**src/rtl/ws2812_pkg.sv**
```systemverilog
// Shared WS2812 timing constants (clk_in cycles at 200 MHz) for the LED encoder and loopback decoder.
package ws2812_pkg;

  localparam int unsigned CNT_W     = 16;
  localparam int unsigned WORD_BITS = 24;
  localparam int unsigned IDX_W     = 5;

  // Encoder-side nominal waveform.
  localparam logic [CNT_W-1:0] T0H_CNT    = 16'd70;
  localparam logic [CNT_W-1:0] T1H_CNT    = 16'd140;
  localparam logic [CNT_W-1:0] PERIOD_CNT = 16'd250;
  localparam logic [CNT_W-1:0] RESET_CNT  = 16'd10000;

  // Decoder-side classification limits.
  localparam logic [CNT_W-1:0] MIN_HIGH_CNT  = 16'd20;
  localparam logic [CNT_W-1:0] THRESHOLD_CNT = 16'd105;
  localparam logic [CNT_W-1:0] MAX_HIGH_CNT  = 16'd250;

  typedef struct packed {
    logic [7:0] g;
    logic [7:0] r;
    logic [7:0] b;
  } grb_t;

endpackage

```
**src/rtl/edge2en.sv**
```systemverilog
// Registered rise/fall enables plus the level aligned with them.
module edge2en (
  input  logic clk_in,
  input  logic rst_n_in,
  input  logic sig_i,
  output logic level_o,
  output logic rise_o,
  output logic fall_o
);

  logic prev_q;
  logic rise_q;
  logic fall_q;

  always_ff @(posedge clk_in or negedge rst_n_in) begin
    if (!rst_n_in) begin
      prev_q <= 1'b0;
      rise_q <= 1'b0;
      fall_q <= 1'b0;
    end else begin
      prev_q <= sig_i;
      rise_q <= sig_i & ~prev_q;
      fall_q <= ~sig_i & prev_q;
    end
  end

  assign level_o = prev_q;
  assign rise_o  = rise_q;
  assign fall_o  = fall_q;

endmodule

```
**src/rtl/ws2812_in.sv**
```systemverilog
// WS2812 loopback decoder: pulse-width classification, MSB-first GRB word assembly, frame-gap detection.
module ws2812_in
  import ws2812_pkg::*;
#(
  parameter logic [CNT_W-1:0] CNT_MIN_HIGH  = MIN_HIGH_CNT,
  parameter logic [CNT_W-1:0] CNT_THRESHOLD = THRESHOLD_CNT,
  parameter logic [CNT_W-1:0] CNT_MAX_HIGH  = MAX_HIGH_CNT,
  parameter logic [CNT_W-1:0] CNT_RESET     = RESET_CNT
) (
  input  logic                 clk_in,
  input  logic                 rst_n_in,
  input  logic                 ws2812_data_in,
  output logic                 bit_vld_out,
  output logic                 bit_data_out,
  output logic                 word_vld_out,
  output logic [WORD_BITS-1:0] word_data_out,
  output logic                 frame_done_out,
  output logic                 err_out
);

  localparam logic [CNT_W-1:0] HIGH_SAT = CNT_MAX_HIGH + 16'd1;
  localparam logic [CNT_W-1:0] LOW_LAST = CNT_RESET - 16'd1;
  localparam logic [IDX_W-1:0] IDX_LAST = IDX_W'(WORD_BITS - 1);

  logic                 sync1_q;
  logic                 sync2_q;
  logic                 level_c;
  logic                 rise_c;
  logic                 fall_c;
  logic [CNT_W-1:0]     high_cnt_q;
  logic [CNT_W-1:0]     low_cnt_q;
  logic [IDX_W-1:0]     bit_idx_q;
  logic [WORD_BITS-1:0] shift_q;
  logic [WORD_BITS-1:0] word_q;
  logic                 armed_q;
  logic                 bit_vld_q;
  logic                 bit_data_q;
  logic                 word_vld_q;
  logic                 frame_done_q;
  logic                 err_q;
  logic                 dec_bit_c;
  logic [WORD_BITS-1:0] shift_next_c;

  edge2en u_edge2en (
    .clk_in   (clk_in),
    .rst_n_in (rst_n_in),
    .sig_i    (sync2_q),
    .level_o  (level_c),
    .rise_o   (rise_c),
    .fall_o   (fall_c)
  );

  assign dec_bit_c    = (high_cnt_q > CNT_THRESHOLD);
  assign shift_next_c = {shift_q[WORD_BITS-2:0], dec_bit_c};

  always_ff @(posedge clk_in or negedge rst_n_in) begin
    if (!rst_n_in) begin
      sync1_q      <= 1'b0;
      sync2_q      <= 1'b0;
      high_cnt_q   <= '0;
      low_cnt_q    <= '0;
      bit_idx_q    <= '0;
      shift_q      <= '0;
      word_q       <= '0;
      armed_q      <= 1'b0;
      bit_vld_q    <= 1'b0;
      bit_data_q   <= 1'b0;
      word_vld_q   <= 1'b0;
      frame_done_q <= 1'b0;
      err_q        <= 1'b0;
    end else begin
      sync1_q      <= ws2812_data_in;
      sync2_q      <= sync1_q;
      bit_vld_q    <= 1'b0;
      word_vld_q   <= 1'b0;
      frame_done_q <= 1'b0;
      err_q        <= 1'b0;

      // High width, saturating one past the legal maximum so over-long pulses stay detectable.
      if (rise_c) begin
        high_cnt_q <= 16'd1;
      end else if (level_c && (high_cnt_q != HIGH_SAT)) begin
        high_cnt_q <= high_cnt_q + 16'd1;
      end

      // Low gap; frame_done fires only on the step into saturation, so once per low period.
      if (rise_c) begin
        low_cnt_q <= '0;
      end else if (!level_c && (low_cnt_q != CNT_RESET)) begin
        low_cnt_q <= low_cnt_q + 16'd1;
        if (low_cnt_q == LOW_LAST) begin
          frame_done_q <= 1'b1;
          bit_idx_q    <= '0;
          shift_q      <= '0;
          if (bit_idx_q != '0) begin
            err_q <= 1'b1;
          end
        end
      end

      // The first fall after reset only arms, so a line high at reset exit is ignored.
      if (fall_c) begin
        if (!armed_q) begin
          armed_q <= 1'b1;
        end else if (high_cnt_q < CNT_MIN_HIGH) begin
          err_q <= 1'b1;
        end else if (high_cnt_q > CNT_MAX_HIGH) begin
          err_q     <= 1'b1;
          bit_idx_q <= '0;
          shift_q   <= '0;
        end else begin
          bit_vld_q  <= 1'b1;
          bit_data_q <= dec_bit_c;
          shift_q    <= shift_next_c;
          if (bit_idx_q == IDX_LAST) begin
            word_q     <= shift_next_c;
            word_vld_q <= 1'b1;
            bit_idx_q  <= '0;
          end else begin
            bit_idx_q <= bit_idx_q + IDX_W'(1);
          end
        end
      end
    end
  end

  assign bit_vld_out    = bit_vld_q;
  assign bit_data_out   = bit_data_q;
  assign word_vld_out   = word_vld_q;
  assign word_data_out  = word_q;
  assign frame_done_out = frame_done_q;
  assign err_out        = err_q;

endmodule

```
**config.mk**
```make
export PLATFORM = sky130hd
export DESIGN_NAME = ws2812_in
export DESIGN_NICKNAME = d
export VERILOG_FILES = /design/src/rtl/ws2812_pkg.sv /design/src/rtl/edge2en.sv /design/src/rtl/ws2812_in.sv
export SDC_FILE = /design/constraint.sdc
export NUM_CORES = 1
export LEC_CHECK = 0
export CORE_UTILIZATION = 58
export DETAILED_ROUTE_END_ITERATION = 10
export GPL_TIMING_DRIVEN = 0
export HOLD_SLACK_MARGIN = 0.08
export PLACE_DENSITY = 0.79
export SYNTH_ARGS = -nofsm -noshare
export SYNTH_HDL_FRONTEND = slang
export SYNTH_HIERARCHICAL = 1
export SYNTH_SLANG_ARGS = --single-unit
```
**constraint.sdc**
```tcl
create_clock -name clk_in -period 2.34 [get_ports clk_in]
set_input_delay 0.234 -clock clk_in [delete_from_list [all_inputs] [get_ports clk_in]]
set_output_delay 0.234 -clock clk_in [all_outputs]
set_load 0.005 [all_outputs]
```
==> qor.csv <==
stage,metric,value,unit
setup_path,reg2reg path depth,7,
power_and_ir_drop,Leakage,2.24,nW
finish,ant diodes,0,
finish,number of fill cells,491,
synth,post-synth top area cell,dfrtp_1,
job,max cap viols,0,
timing,worst hold slack,311,ps
synth,"Top FF cell, synth",dfrtp_1,
synth,Yosys reg bits,95,
timing,Final WS setup,94.6,ps
synth,top post-synthesis cells by area,"dfrtp_1 (57%), mux2_2 (6.8%), a22o_1 (5.5%)",
routing,Initial DRC Count,139,
placement,GPL Wtd Cong,0.825,
power_and_ir_drop,Peak VDD IR,0.000416,V
timing,Final Setup Violations,0,
setup_path,Max Fanout on Critical Path,10,
die,Starting Density,0.604,
finish,Layout area overhead,17.3,%
finish,Final Non-Filler Cells,492,
routing,post-route ant nets,0,
timing,final hold violation count,0,
synth,top-count cell post-synth,dfrtp_1,
die,DIE HEIGHT,86.6,um
die,die footprint,7500,sq um
clock_tree,CTS Root Cell,clkbuf_8,
finish,Final #Nets,402,
routing,vias per cell,5.72,
global_route,antenna violations before repair,0,
routing,wire per inst,15.7,um
synth,synthesized instance count,346,
timing,Max Freq,445,MHz
status,status,"finished, final reports clean",
finish,area of the multi-input gates,1670,sq um
timing,RSZ-0062 raised after global routing,false,
power_and_ir_drop,PwrDens,649,nW/um^2
setup_path,"slowest stage delay, CP",470,ps
timing,period utilization,0.960,
placement,PortBufs,31,
global_route,first-pass GRT wire length,13500,um
synth,Post-synth ARST share,1.00,
synth,Netlist cell types,51,
timing,pins over their slew limit,0,
die,Core ar.,6870,sq um
clock_tree,clk slew on worst S/H paths,100,ps
finish,layout cell share with drive strength beyond 1,0.159,
finish,Reg area,2380,sq um
clock_tree,CTS Buffer Depth,2,
setup_path,CP Class,reg2reg,
clock_tree,Sink Count,95,
die,Top Ports,32,
timing,post-layout min period,2250,ps
placement,placed inst area,4610,sq um
timing,worst-margin pin slew,583,ps
setup_path,Required @ worst endpoint,2580,ps
synth,top post-synthesis cells by count,"dfrtp_1 (95), a22o_1 (26), mux2_2 (25), nor2_1 (23), nand2_1 (16)",
placement,DP HPWL,5220,um
placement,Cells after DPL,474,
routing,vias,2812,
routing,drt drc,0,
placement,pre-CTS setup slack,-122,ps
finish,post-route cell area,4870,sq um
global_route,GRT overflow,0,
synth,register area share after synthesis,0.573,
routing,drt first pass iters,4,
die,Rows,30,
global_route,vias in the first global route,2825,
clock_tree,TritonCTS buffer count,9,
power_and_ir_drop,total power,3.16,mW
setup_path,WP data arrival,2490,ps
setup_path,critical-path cell list,"and4_1, buf_2, a32o_2, nor4b_4, buf_4, buf_6, mux2_2",
synth,Synth top area share,0.573,
global_route,GRT Total Usage,0.233,
finish,Final Core Density,0.709,
synth,post-synth net total,356,
global_route,largest net degree at the start of global routing,73,
timing,TNS Setup,0,ps
min_path,hold crit path type,in2async,
synth,cell area after synthesis,4150,sq um
routing,routed wire length,7720,um
synth,number of flops mapped to enable cells by yosys,0,
clock_tree,CTS tree,built,
synth,synth warn,6,
timing,relative slew slack,0.601,
setup_path,Startpoint Class,flop,
setup_path,Worst setup EP type,flop,
clock_tree,Clock Latency Late Sink,360,ps
synth,Mapped Avg Cell Area,12.0,sq um
clock_tree,H-tree levels,3,
setup_path,"Slowest-stage cell, CP",dfrtp_1,
timing,Clock Skews,13.0,ps
die,die width,86.6,um
[layout make-up]
cell class | count | share of cell area
Clock inverter | 6 | 0.0188
Tap cell | 96 | 0.0247
Clock buffer | 9 | 0.0254
Sequential cell | 95 | 0.488
Buffer | 17 | 0.0182
Inverter | 10 | 0.00771
Timing Repair Buffer | 35 | 0.0740
Multi-Input combinational cell | 224 | 0.343
[timing repair]
item	in CTS	in global routing
hold endpoints to repair	23	0
gates resized for setup	0	5
hold buffers	1	0
pin swaps	1	0
gates cloned	0	0
endpoints found under the setup margin	19	32
buffers inserted	2	0
[layer usage]
layer | global-route usage | vias to the layer above | wire length (um)
met1 | 0.332 | 1428 | 3770
met3 | 0.0314 | 7 | 135
met2 | 0.372 | 33 | 3730
li1 | - | 1344 | -
met5 | 0 | - | 0
met4 | 0.0818 | 0 | 80
[sequential cells by signal, indices dropped and copies added (netlist names), 5 cells and up]
register / flops
shift_q: 23
word_data_out: 24
high_cnt_q: 16
bit_idx_q: 5
low_cnt_q: 16
[report_power, final]
part           total, mW  internal, mW  leakage, nW  switching [mW]
sequential          1.75          1.69         1.30          0.0586
combinational      0.232        0.0968        0.822           0.135
clock               1.18         0.604        0.110           0.575
total               3.16          2.39         2.24           0.768
[worst max-delay path: cells and delay by family, from the launching register on]
family / cells / cell delay, ps
flops: 1 / 470
compound gates: 1 / 340
mux: 1 / 350
simple gates: 2 / 480
buf+inv: 3 / 480
[final timing paths]
path | startpoint | endpoint | slack [ps]
worst max-delay path | high_cnt_q[4]$_DFFE_PN0P_ | word_data_out[11]$_DFFE_PN0P_ | 90
worst min-delay path | rst_n_in | high_cnt_q[12]$_DFFE_PN0P_ | 310
worst max register to register | high_cnt_q[4]$_DFFE_PN0P_ | word_data_out[11]$_DFFE_PN0P_ | 90
worst min register to register | sync1_q$_DFF_PN0_ | sync2_q$_DFF_PN0_ | 360
max in group asynchronous | rst_n_in | high_cnt_q[0]$_DFFE_PN0P_ | 1370
min in group clk_in | ws2812_data_in | sync1_q$_DFF_PN0_ | 320
[layout by cell type (no fill, tap or decap), types with 3 or more instances in the layout]
cell type | netlist | layout
nor4_1 | 6 | 4
nand3_1 | 14 | 14
dfrtp_1 | 95 | 95
mux2_2 | 25 | 25
a22o_1 | 26 | 26
and4_1 | 4 | 4
buf_4 | 0 | 3
nand2_1 | 16 | 16
o21ai_0 | 10 | 10
nand2b_1 | 5 | 5
clkdlybuf4s50_1 | 0 | 30
clkbuf_8 | 0 | 9
xnor2_1 | 8 | 8
a21oi_1 | 10 | 10
xor2_1 | 9 | 9
or4_1 | 3 | 3
nand4_1 | 4 | 4
nor2_1 | 23 | 23
or3_1 | 7 | 7
and3_1 | 3 | 3
nor3_1 | 5 | 5
nor2b_1 | 3 | 3
buf_2 | 6 | 6
ha_1 | 7 | 7
a21o_1 | 4 | 4
inv_1 | 10 | 10
clkbuf_1 | 7 | 7
mux2i_1 | 3 | 3
[cell families after synthesis]
| logic type | Yosys count | share of synthesized area |
|---|---|---|
| buffers and inverters | 27 | 0.0298 |
| flip-flops | 95 | 0.573 |
| XOR/XNOR | 17 | 0.0359 |
| multiplexers | 29 | 0.0778 |
| AND/OR/NAND/NOR | 107 | 0.146 |
| AO/OA/AOI/OAI | 64 | 0.117 |
| adder cells (fa/ha/maj) | 7 | 0.0211 |
No activity file was read; power rests on OpenSTA's default activity.
